<file path="config.mk">
export PLATFORM = sky130hd
export DESIGN_NAME = mips_multicycle_ctrl
export DESIGN_NICKNAME = d
export VERILOG_FILES = /design/src/rtl/mips_multicycle_ctrl_pkg.sv /design/src/rtl/mips_multicycle_ctrl_alu_decoder.sv /design/src/rtl/mips_multicycle_ctrl.sv
export SDC_FILE = /design/constraint.sdc
export NUM_CORES = 1
export LEC_CHECK = 0
export BUFFER_PORTS_ARGS = -buffer_cell sky130_fd_sc_hd__buf_4
export CAP_MARGIN = 20
export CORE_UTILIZATION = 45
export DETAILED_ROUTE_END_ITERATION = 16
export GPL_TIMING_DRIVEN = 0
export HOLD_SLACK_MARGIN = 0.15
export PLACE_DENSITY = 0.76
export SYNTH_ARGS = -nofsm -noshare
export SYNTH_HDL_FRONTEND = slang
export SYNTH_SLANG_ARGS = --single-unit
export TNS_END_PERCENT = 100
</file>
<file path="constraint.sdc">
create_clock -name clk -period 1.72 [get_ports clk]
set_input_delay 0.086 -clock clk [delete_from_list [all_inputs] [get_ports clk]]
set_output_delay 0.086 -clock clk [all_outputs]
set_load 0.005 [all_outputs]
</file>
<file path="src/rtl/mips_multicycle_ctrl_pkg.sv">
// Shared definitions for the MIPS control paths: opcode/funct values, ALU codes,
// datapath mux selects and the multi-cycle FSM state encoding.
package mips_multicycle_ctrl_pkg;

  localparam logic [5:0] OP_RTYPE = 6'b000000;
  localparam logic [5:0] OP_LW    = 6'b100011;
  localparam logic [5:0] OP_SW    = 6'b101011;
  localparam logic [5:0] OP_ADDI  = 6'b001000;
  localparam logic [5:0] OP_BEQ   = 6'b000100;
  localparam logic [5:0] OP_BNE   = 6'b000101;
  localparam logic [5:0] OP_J     = 6'b000010;
  localparam logic [5:0] OP_JAL   = 6'b000011;

  localparam logic [5:0] F_ADD = 6'b100000;
  localparam logic [5:0] F_SUB = 6'b100010;
  localparam logic [5:0] F_AND = 6'b100100;
  localparam logic [5:0] F_OR  = 6'b100101;
  localparam logic [5:0] F_SLT = 6'b101010;
  localparam logic [5:0] F_JR  = 6'b001000;

  localparam logic [2:0] ALU_ADD = 3'b010;
  localparam logic [2:0] ALU_SUB = 3'b110;
  localparam logic [2:0] ALU_AND = 3'b000;
  localparam logic [2:0] ALU_OR  = 3'b001;
  localparam logic [2:0] ALU_SLT = 3'b111;

  localparam logic [1:0] PC_ALU    = 2'b00;
  localparam logic [1:0] PC_ALUOUT = 2'b01;
  localparam logic [1:0] PC_JUMP   = 2'b10;
  localparam logic [1:0] PC_REG    = 2'b11;

  localparam logic [1:0] SRCB_REG    = 2'b00;
  localparam logic [1:0] SRCB_FOUR   = 2'b01;
  localparam logic [1:0] SRCB_IMM    = 2'b10;
  localparam logic [1:0] SRCB_IMM_SH = 2'b11;

  localparam logic [3:0] S_FETCH   = 4'd0;
  localparam logic [3:0] S_DECODE  = 4'd1;
  localparam logic [3:0] S_MEM_ADR = 4'd2;
  localparam logic [3:0] S_MEM_RD  = 4'd3;
  localparam logic [3:0] S_MEM_WB  = 4'd4;
  localparam logic [3:0] S_MEM_WR  = 4'd5;
  localparam logic [3:0] S_EXEC    = 4'd6;
  localparam logic [3:0] S_ALU_WB  = 4'd7;
  localparam logic [3:0] S_ADDI_EX = 4'd8;
  localparam logic [3:0] S_ADDI_WB = 4'd9;
  localparam logic [3:0] S_BRANCH  = 4'd10;
  localparam logic [3:0] S_JUMP    = 4'd11;
  localparam logic [3:0] S_JAL     = 4'd12;
  localparam logic [3:0] S_JR      = 4'd13;
  localparam logic [3:0] S_HALT    = 4'd14;

endpackage

</file>
<file path="src/rtl/mips_multicycle_ctrl_alu_decoder.sv">
// R-type funct to ALU operation decoder, shared with the single-cycle control unit.
// jr is not an ALU operation, so it reports as not legal here.
module alu_decoder
  import mips_multicycle_ctrl_pkg::*;
(
  input  logic [5:0] i_funct,
  output logic [2:0] o_alu_control,
  output logic       o_legal
);

  // NOTE: both outputs get a default before the case so no path leaves them unassigned (no latch).
  always_comb begin
    o_alu_control = ALU_ADD;
    o_legal       = 1'b1;
    case (i_funct)
      F_ADD:   o_alu_control = ALU_ADD;
      F_SUB:   o_alu_control = ALU_SUB;
      F_AND:   o_alu_control = ALU_AND;
      F_OR:    o_alu_control = ALU_OR;
      F_SLT:   o_alu_control = ALU_SLT;
      default: o_legal       = 1'b0;
    endcase
  end

endmodule

</file>
<file path="src/rtl/mips_multicycle_ctrl.sv">
// Multi-cycle MIPS control FSM with ready-handshaked memory, wait-timeout bus
// error and a sticky HALT state.
module mips_multicycle_ctrl
  import mips_multicycle_ctrl_pkg::*;
#(
  parameter int TIMEOUT = 16,
  parameter int TW      = 5
) (
  input  logic       clk,
  input  logic       rst_n,
  input  logic [5:0] opcode,
  input  logic [5:0] funct,
  input  logic       zero,
  input  logic       mem_ready,
  output logic       mem_read,
  output logic       mem_write,
  output logic       iord,
  output logic       ir_write,
  output logic       pc_en,
  output logic [1:0] pc_source,
  output logic       alu_src_a,
  output logic [1:0] alu_src_b,
  output logic [2:0] alu_control,
  output logic       reg_write,
  output logic       reg_dst,
  output logic       memto_reg,
  output logic       link,
  output logic       illegal,
  output logic       bus_error,
  output logic [3:0] state
);

  logic [3:0]    r_state;
  logic [3:0]    w_next;
  logic [3:0]    w_decode_next;
  logic          w_decode_illegal;
  logic [TW-1:0] r_wait;
  logic          r_bus_error;
  logic [2:0]    w_funct_alu;
  logic          w_funct_legal;
  logic          w_waiting;
  logic          w_timeout;

  alu_decoder u_alu_decoder (
    .i_funct       (funct),
    .o_alu_control (w_funct_alu),
    .o_legal       (w_funct_legal)
  );

  assign w_waiting = ((r_state == S_FETCH) || (r_state == S_MEM_RD) || (r_state == S_MEM_WR))
                     && !mem_ready;
  assign w_timeout = w_waiting && (r_wait == TW'(TIMEOUT - 1));

  always_comb begin
    w_decode_next    = S_FETCH;
    w_decode_illegal = 1'b0;
    case (opcode)
      OP_LW, OP_SW:   w_decode_next = S_MEM_ADR;
      OP_ADDI:        w_decode_next = S_ADDI_EX;
      OP_BEQ, OP_BNE: w_decode_next = S_BRANCH;
      OP_J:           w_decode_next = S_JUMP;
      OP_JAL:         w_decode_next = S_JAL;
      OP_RTYPE: begin
        if (funct == F_JR)      w_decode_next = S_JR;
        else if (w_funct_legal) w_decode_next = S_EXEC;
        else                    w_decode_illegal = 1'b1;
      end
      default:        w_decode_illegal = 1'b1;
    endcase
  end

  always_comb begin
    w_next = r_state;
    case (r_state)
      S_FETCH:   if (mem_ready) w_next = S_DECODE;
      S_DECODE:  w_next = w_decode_next;
      S_MEM_ADR: w_next = (opcode == OP_LW) ? S_MEM_RD : S_MEM_WR;
      S_MEM_RD:  if (mem_ready) w_next = S_MEM_WB;
      S_MEM_WR:  if (mem_ready) w_next = S_FETCH;
      S_EXEC:    w_next = S_ALU_WB;
      S_ADDI_EX: w_next = S_ADDI_WB;
      S_HALT:    w_next = S_HALT;
      default:   w_next = S_FETCH;
    endcase
    if (w_timeout) w_next = S_HALT;
  end

  // NOTE: sequential state uses non-blocking assignments so every register samples pre-edge values.
  always_ff @(posedge clk or negedge rst_n) begin
    if (!rst_n) begin
      r_state     <= S_FETCH;
      r_wait      <= '0;
      r_bus_error <= 1'b0;
    end else begin
      r_state <= w_next;
      r_wait  <= (w_waiting && (w_next == r_state)) ? r_wait + TW'(1) : '0;
      if (w_timeout) r_bus_error <= 1'b1;
    end
  end

  always_comb begin
    mem_read    = 1'b0;
    mem_write   = 1'b0;
    iord        = 1'b0;
    ir_write    = 1'b0;
    pc_en       = 1'b0;
    pc_source   = PC_ALU;
    alu_src_a   = 1'b0;
    alu_src_b   = SRCB_REG;
    alu_control = 3'b000;
    reg_write   = 1'b0;
    reg_dst     = 1'b0;
    memto_reg   = 1'b0;
    link        = 1'b0;
    illegal     = 1'b0;
    case (r_state)
      S_FETCH: begin
        mem_read    = 1'b1;
        alu_src_b   = SRCB_FOUR;
        alu_control = ALU_ADD;
        ir_write    = mem_ready;
        pc_en       = mem_ready;
      end
      S_DECODE: begin
        alu_src_b   = SRCB_IMM_SH;
        alu_control = ALU_ADD;
        illegal     = w_decode_illegal;
      end
      S_MEM_ADR, S_ADDI_EX: begin
        alu_src_a   = 1'b1;
        alu_src_b   = SRCB_IMM;
        alu_control = ALU_ADD;
      end
      S_MEM_RD: begin
        mem_read = 1'b1;
        iord     = 1'b1;
      end
      S_MEM_WB: begin
        reg_write = 1'b1;
        memto_reg = 1'b1;
      end
      S_MEM_WR: begin
        mem_write = 1'b1;
        iord      = 1'b1;
      end
      S_EXEC: begin
        alu_src_a   = 1'b1;
        alu_control = w_funct_alu;
      end
      S_ALU_WB: begin
        reg_write = 1'b1;
        reg_dst   = 1'b1;
      end
      S_ADDI_WB: reg_write = 1'b1;
      S_BRANCH: begin
        alu_src_a   = 1'b1;
        alu_control = ALU_SUB;
        pc_source   = PC_ALUOUT;
        pc_en       = ((opcode == OP_BEQ) && zero) || ((opcode == OP_BNE) && !zero);
      end
      S_JUMP: begin
        pc_source = PC_JUMP;
        pc_en     = 1'b1;
      end
      S_JAL: begin
        reg_write = 1'b1;
        link      = 1'b1;
        pc_source = PC_JUMP;
        pc_en     = 1'b1;
      end
      S_JR: begin
        pc_source = PC_REG;
        pc_en     = 1'b1;
      end
      default: ;
    endcase
  end

  assign bus_error = r_bus_error;
  assign state     = r_state;

endmodule
</file>
# ---- Yosys cells after proc, flatten, opt, wreduce, memory -nomap -nowiden
# Index checks and enable logic that the tools add are counted.
# W data, S select, Z words.
dict set report word_totals {
  elab_cells 86
  in_bits 16
  output_inout_bits 23
  ff_bits 10
}
dict set report op_classes {
  muxes 29
  n_eq_ne 29
  n_addsub 1
  n_reduce_logical 24
}
# cell n
set op_table {}
lappend op_table {{$eq A6 B6 Y1 const B} 7}
lappend op_table {{$pmux W4 S8} 1}
lappend op_table {{$eq A4 B4 Y1 const B} 7}
lappend op_table {{$pmux W4 S6} 1}
lappend op_table {{$mux W4} 5}
lappend op_table {{$eq A4 B3 Y1 const B} 4}
lappend op_table {{$mux W1} 13}
lappend op_table {{$eq A6 B2 Y1 const B} 2}
lappend op_table {{$eq A6 B3 Y1 const B} 2}
lappend op_table {{$eq A6 B4 Y1 const B} 2}
lappend op_table {{$pmux W2 S3} 2}
lappend op_table {{$pmux W3 S4} 1}
lappend op_table {{$reduce_or A2 Y1} 6}
lappend op_table {{$reduce_or A4 Y1} 3}
lappend op_table {{$pmux W3 S3} 1}
lappend op_table {{$eq A4 B2 Y1 const B} 2}
lappend op_table {{$reduce_or A7 Y1} 1}
lappend op_table {{$logic_not A6 Y1} 1}
lappend op_table {{$mux W3} 2}
lappend op_table {{$add A5 B1 Y5 const B} 1}
lappend op_table {{$eq A5 B4 Y1 const B} 1}
lappend op_table {{$logic_and A1 B1 Y1} 5}
lappend op_table {{$mux W5} 1}
lappend op_table {{$reduce_or A5 Y1} 1}
lappend op_table {{other kinds (8)} 11}

# ---- Longest topological paths before layout
# Gate-level depths: netlist of the first run.
dict set report logic_depth {
  ltp_word 11
  ltp_mapped 8
  mapped_depth_nobuf 8
}

# ---- By module
# A second synthesis of the first run with hierarchy kept.
dict set report unflattened {
  cells_unflattened 158
  area_unflattened_um2 1196.1
}
# mod area_per_inst_um2 cells_per_inst seq_area_each_um2 n_inst
set modules_own_cells {}
lappend modules_own_cells {mips_multicycle_ctrl 1109.8 149 250.2 1}
lappend modules_own_cells {alu_decoder 86.3 9 0.0 1}

# ---- Worst setup path after synthesis of the first run
# Ideal clock, no wire load.
dict set report synth_path {
  kind {register to register}
  from {register r_wait[0]}
  to {register r_state[2], in the netlist state[2]}
  stages_incl_launch_ff 6
  synth_period_minus_slack_ns 1.649
  path_slack_ns 0.071
  t_arrival_ns 1.518
  path_buffers 0
  setup_ns 0.131
  required_time_ns 1.589
  path_cell_list {dfrtp_1 ha_1 and3_1 ha_1 a22o_1 or3_1}
}
dict set report synth_between {
  elab_chain_cells 3
}
# element line
set synth_lines {}
lappend synth_lines {{from (decl)} mips_multicycle_ctrl.sv:37} ;# logic [TW-1:0] r_wait;
lappend synth_lines {{from (signal assigned)} mips_multicycle_ctrl.sv:96} ;# r_wait <= (w_waiting && (w_next == r_state)) ? r_wait + TW'(1) : '0;
lappend synth_lines {{$eq A5 B4 Y1} mips_multicycle_ctrl.sv:52} ;# assign w_timeout = w_waiting && (r_wait == TW'(TIMEOUT - 1));
lappend synth_lines {{$logic_and A1 B1 Y1} mips_multicycle_ctrl.sv:52}
lappend synth_lines {{$mux W4} mips_multicycle_ctrl.sv:85} ;# if (w_timeout) w_next = S_HALT;
lappend synth_lines {{named net w_next[2]} mips_multicycle_ctrl.sv:34} ;# logic [3:0] w_next;
lappend synth_lines {{to (signal assigned)} mips_multicycle_ctrl.sv:95} ;# r_state <= w_next;
lappend synth_lines {{to (decl)} mips_multicycle_ctrl.sv:33} ;# logic [3:0] r_state;
# The timed path passes the listed nets, and every way through them passes these cells.
# A chain may end at the register's enable or synchronous reset.

# ---- Worst setup path in the final report of the first run
dict set report layout_path {
  from {register r_wait[1]}
  to {register r_state[3], in the netlist state[3]}
}
# The elaborated chain is that of the path after synthesis.

==> results of run 1 <==
-- timing repair --
action,in CTS,in global routing
hold buffers,2,0
endpoints found under the hold margin,11,0
setup endpoints to repair,18,15
setup buffers,1,4
pin swaps,1,5
gates resized for setup,22,26
-- flip-flops by register name, summed over array words and instances (netlist names) --
| register | cells |
|---|---|
| bus_error | 1 |
| r_wait | 5 |
| state | 4 |
-- power groups by stage --
stage	Combinational, mW	Clock [mW]	Sequential (mW)
global route	0.981	0.230	0.355
floorplan	0.457	0	0.314
global placement	0.750	0	0.320
detailed placement	0.759	0	0.322
CTS	0.793	0.222	0.333
finish	0.890	0.214	0.350
-- layout by cell type, fill, tap and decap left out, types with 3 or more instances in the layout --
cell and n:
clkbuf_4 3, buf_4 40, a21oi_2 4, and3_1 3
inv_1 5, nand2b_1 6, a21oi_1 8, a22oi_1 3
nor2_1 21, clkbuf_1 3, or3_1 3, nand3b_1 3
nor2b_1 8, a21o_1 3, buf_2 3, dfrtp_2 4
xor2_1 3, nand2_1 6, nor3_1 6, o21ai_0 10
nand3_1 4, dfrtp_1 6, nor4b_1 3
-- critical path, cell delays in order, from the launching register on --
cell and delay (ps):
dfrtp_1 390, ha_2 200, and3_4 180, ha_4 170
and2b_2 250, nor2_1 130, nor4_2 60, a21oi_2 110
o31ai_1 80
-- through the flow --
step | hold WS, ps | cell area [µm²] | instances
after floorplan | -210 | 1090 | 158
after global placement | -84.3 | 1390 | 220
after detailed placement | -80.9 | 1390 | 220
after CTS | 169 | 1510 | 226
after global routing | 200 | 1610 | 230
final | 182 | 1610 | 230
-- final timing paths --
kind	slack, ps	endpoint	depth (start not counted)
min in group clk	300	state[3]	4
max	30	state[3]	8
max reg2reg	30	state[3]	8
min reg2reg	470	bus_error	1
max in group asynchronous	1380	state[2]	2
min	180	r_wait[3]	2
-- cells by family after synthesis --
group / after synthesis
buf+inv: 17
flops: 10
simple gates: 80
fa+ha+maj: 2
compound gates: 43
mux: 1
xor+xnor: 5
-- metal layers --
metal | GRT usage [%] | wire [µm] | up-vias | share of wire, %
li1 | - | - | 655 | -
met1 | 32.4 | 1490 | 630 | 46
met2 | 41.7 | 1540 | 63 | 48
met3 | 4.76 | 197 | 6 | 6.1
met4 | 2.70 | 20 | 0 | 0.62
met5 | 0 | 0 | - | 0
-- final cells by class --
type / instances / area (µm²)
inverters: 5 / 18.8
repair buffers: 41 / 313
clock buffers: 4 / 36.3
flip-flops and latches: 10 / 255
fillers: 179 / 643
plain buffers: 11 / 78.8
well taps: 28 / 35.0
multi-input cells: 131 / 875
==> flow_metrics.py, run 1 <==
metrics = {
    "status": {
        "status": "finished clean",
    },
    "synthesis": {
        "synth-compound-area-share_pct": 24.8,
        "syn_inst": 158,
        "synth_top_area_share_pct": 22.9,
        "synth-edff-count": 0,
        "synth-main-ff-cell": "dfrtp_1",
        "synth_cell_types": 40,
        "ys_warn_count": 0,
        "synth_top_cell_by_area": "dfrtp_1",
        "seq_area_frac_synth_pct": 22.9,
        "synth_top_family_by_area": "simple AND/OR/NAND/NOR gates",
        "synth_most_common_cell": "nor2_1",
        "syn-num-nets": 176,
        "mappedNetlistArea_um2": 1090,
        "postSynth.asyncResetShare_pct": 100,
        "ys_top_cells_by_area": "dfrtp_1, nor2_1, o21ai_0",
        "yosys-top-cells-count": "nor2_1, o21ai_0, a21oi_1",
        "muxShareOfSynthArea_pct": 0.914,
        "yosys.area_share.simple_pct": 39.2,
        "syn_area_per_cell_um2": 6.93,
        "synth_seq_cells": 10,
        "yosys.area_share.adder_pct": 2.29,
        "yosys.area_share.xor_xnor_pct": 4.00,
    },
    "global_route": {
        "track_usage_pct": 24.3,
        "grt_max_degree": 11,
        "grt_pass1_wl_um": 5000,
        "grt_pass1_vias": 1166,
        "antenna_found_initial": 0,
        "overflow": 0,
    },
    "worst_setup_path": {
        "endpoint_kind": "register",
        "path_max_fanout": 6,
        "path_class": "reg2reg",
        "timing.rr.start": "r_wait[1]",
        "critical_path.startpoint": "r_wait[1]",
        "crit_required_ps": 1860,
        "cp-start-kind": "register",
        "cp.arrival_ps": 1830,
    },
    "placed_design": {
        "portBuffers": 34,
        "detailedPlace.worstSlack_ps": -94.5,
        "globalplace.congestion": 0.904,
        "detailed_place_hpwl_um": 2320,
    },
    "sta": {
        "relSlewSlack_pct": 65.4,
        "rsz0062_at_grt": "true",
        "finalSetupViolCount": 0,
        "fin_crit_sh_pct": 98.0,
        "worst_pin_slew_ps": 512,
        "finalSetupTns_ps": 0,
        "period_needed_ps": 1690,
        "layout_setup_ws_ps": 33.8,
        "fin_skew_ps": 3.76,
        "fmax_mhz": 593,
        "final_max_slew_viol_count": 0,
        "final-hold-violation-count": 0,
    },
    "power": {
        "p_seq_share_pct": 24.1,
        "p_sw_share_pct": 41.6,
        "power_leakage_nw": 0.718,
        "peakVddDrop_uv": 768,
        "clkPwrFrac_pct": 14.7,
        "total_power_mw": 1.45,
        "p_per_area_nw_per_um2": 902,
        "power_frac_comb_pct": 61.2,
        "power.internal_uw": 848,
        "p_sw_uw": 605,
    },
    "routing": {
        "dr.pass1.iters": 4,
        "ant_nets": 0,
        "vias": 1354,
        "totalWireLength_um": 3250,
        "drt-initial-drc-count": 39,
        "wl_per_cell_um": 14.1,
        "drc": 0,
        "detail_route.vias_per_cell": 5.89,
    },
    "clock_tree": {
        "h-tree-depth": 1,
        "numCtsBuffers": 3,
        "cts.clk_slew.worst_paths_ps": 70,
        "cts_buffer_depth": 2,
        "cts_tree": "yes",
        "clock-sinks": 10,
        "cts-root-buf": "clkbuf_4",
        "insertion_delay_ps": 270,
    },
    "floorplanning": {
        "die_h_um": 51.3,
        "core_um2": 2250,
        "start_util_pct": 48.6,
        "dieArea_um2": 2630,
        "ioPinCount": 39,
        "fp-row-count": 17,
        "die_w_um": 51.3,
    },
    "cells_and_area": {
        "layout.nets": 221,
        "area_growth_pct": 47.2,
        "antenna_cells": 0,
        "fin_util_pct": 71.5,
        "drive_above_1_share_pct": 37.1,
    },
    "run": {
        "drv_cap": 0,
    },
    "worst_hold_path": {
        "hp-class": "in2async",
    },
}
Power figures use the tool's default switching activity.
==> run 2, diff against run 1 <==
BUFFER_PORTS_ARGS = -buffer_cell sky130_fd_sc_hd__buf_2   (was -buffer_cell sky130_fd_sc_hd__buf_4)
==> flow_metrics.py, run 2 (synthesis results as in run 1) <==
metrics = {
    "worst_setup_path": {
        "cp-start-kind": "register",
        "path_class": "reg2reg",
        "crit_required_ps": 1860,
        "path_max_fanout": 6,
        "cp.arrival_ps": 1830,
        "endpoint_kind": "register",
    },
    "clock_tree": {
        "clock-sinks": 10,
        "cts-root-buf": "clkbuf_4",
        "cts_buffer_depth": 2,
        "insertion_delay_ps": 260,
        "cts_tree": "yes",
        "h-tree-depth": 1,
        "cts.clk_slew.worst_paths_ps": 70,
        "numCtsBuffers": 3,
    },
    "routing": {
        "totalWireLength_um": 3000,
        "detail_route.vias_per_cell": 5.91,
        "dr.pass1.iters": 4,
        "ant_nets": 0,
        "drc": 0,
        "drt-initial-drc-count": 42,
        "vias": 1336,
        "wl_per_cell_um": 13.3,
    },
    "floorplanning": {
        "die_w_um": 51.3,
        "fp-row-count": 17,
        "dieArea_um2": 2630,
        "start_util_pct": 48.6,
        "die_h_um": 51.3,
        "ioPinCount": 39,
        "core_um2": 2250,
    },
    "global_route": {
        "antenna_found_initial": 0,
        "busiest_layer": "met2",
        "met2_usage_pct": 40.4,
        "met3_usage_pct": 3.57,
        "track_usage_pct": 24.2,
        "grt_pass1_vias": 1167,
        "grt_pass1_wl_um": 4990,
        "grt_max_degree": 11,
        "met1_usage_pct": 33.8,
        "overflow": 0,
    },
    "sta": {
        "layout_setup_ws_ps": 23.1,
        "finalSetupViolCount": 0,
        "fin_skew_ps": 0.866,
        "worst_pin_slew_ps": 483,
        "period_needed_ps": 1700,
        "relSlewSlack_pct": 67.3,
        "rsz0062_at_grt": "true",
        "final_max_slew_viol_count": 0,
        "fmax_mhz": 589,
        "final-hold-violation-count": 0,
        "hold-worst-slack_ps": 195,
        "fin_crit_sh_pct": 98.7,
    },
    "cells_and_area": {
        "drive_above_1_share_pct": 32.8,
        "largest_register": "r_wait",
        "fin_util_pct": 63.9,
        "layout.nets": 217,
        "antenna_cells": 0,
        "layout_common_cells": "buf_2, nor2_1, a21oi_1",
        "fill_cells": 211,
        "multi_input_area_um2": 837,
        "largest_register_ffs": 5,
        "layout_commonest_cell": "buf_2",
        "final-seq-area_um2": 255,
        "area_growth_pct": 31.5,
        "fin_cells": 226,
    },
    "placed_design": {
        "portBuffers": 34,
        "detailedPlace.worstSlack_ps": -106,
        "detailed_place_hpwl_um": 2240,
        "globalplace.congestion": 0.937,
        "placed_cells": 220,
    },
    "status": {
        "status": "finished clean",
    },
    "power": {
        "total_power_mw": 1.30,
        "peakVddDrop_uv": 876,
        "p_per_area_nw_per_um2": 902,
        "power_leakage_nw": 0.667,
    },
    "worst_hold_path": {
        "hp-class": "in2async",
    },
    "run": {
        "drv_cap": 0,
    },
}
-- run 2: changes by cell type in the layout (fill, tap and decap cells not counted), sizes merged --
| cell | change |
|---|---|
| dlygate4sd3 | -1 |
| clkbuf | -1 |
| buf | -2 |
-- run 2: where the power goes --
part,total [mW],leakage [nW],switching [mW],internal (mW)
registers,0.342,0.130,0.0631,0.279
clock network,0.208,0.0210,0.0793,0.128
logic,0.749,0.516,0.415,0.333
-- run 2: worst paths after layout --
path	start	end	slack, ps	cells after the start
max	r_wait[1]	state[3]	20	7
min	rst_n	r_wait[4]	200	2
max reg2reg	r_wait[1]	state[3]	20	7
min reg2reg	bus_error	bus_error	460	1
max in group asynchronous	rst_n	state[0]	1320	2
min in group clk	mem_ready	state[1]	200	3
-- run 2: worst max-delay path, cell delays in order, from the launching register on --
cell and delay (ps):
dfrtp_1 390, ha_2 200, and3_4 180, ha_4 170, and2b_2 240, o2bb2ai_1 140, a21oi_1 160, o31ai_1 100
-- run 2: layer usage --
layer,up-vias,wire length (µm)
met5,-,0
met4,0,0
met3,0,249
met2,60,1420
met1,629,1340
li1,647,-
-- run 2: final cells by class --
type | count | area share [%]
tap | 28 | 2.43
timing repair buffer | 37 | 13.6
sequential | 10 | 17.7
multi-input combinational | 131 | 58.1
inverter | 5 | 1.30
buffer | 11 | 4.34
clock buffer | 4 | 2.52
-- run 2: metrics by stage --
| step | area [µm²] | setup TNS [ps] |
|---|---|---|
| final | 1440 | 0 |
| after global routing | 1440 | -189 |
| after floorplan | 1090 | 0 |
| after CTS | 1390 | 0 |
| after global placement | 1300 | -212 |
| after detailed placement | 1300 | -213 |
-- run 2: timing repair --
item	4_1_cts	5_1_grt
gates resized for setup	16	23
hold endpoints to repair	10	0
buffers inserted	1	1
hold buffers	1	0
pin swaps	1	3
setup endpoints to repair	15	19
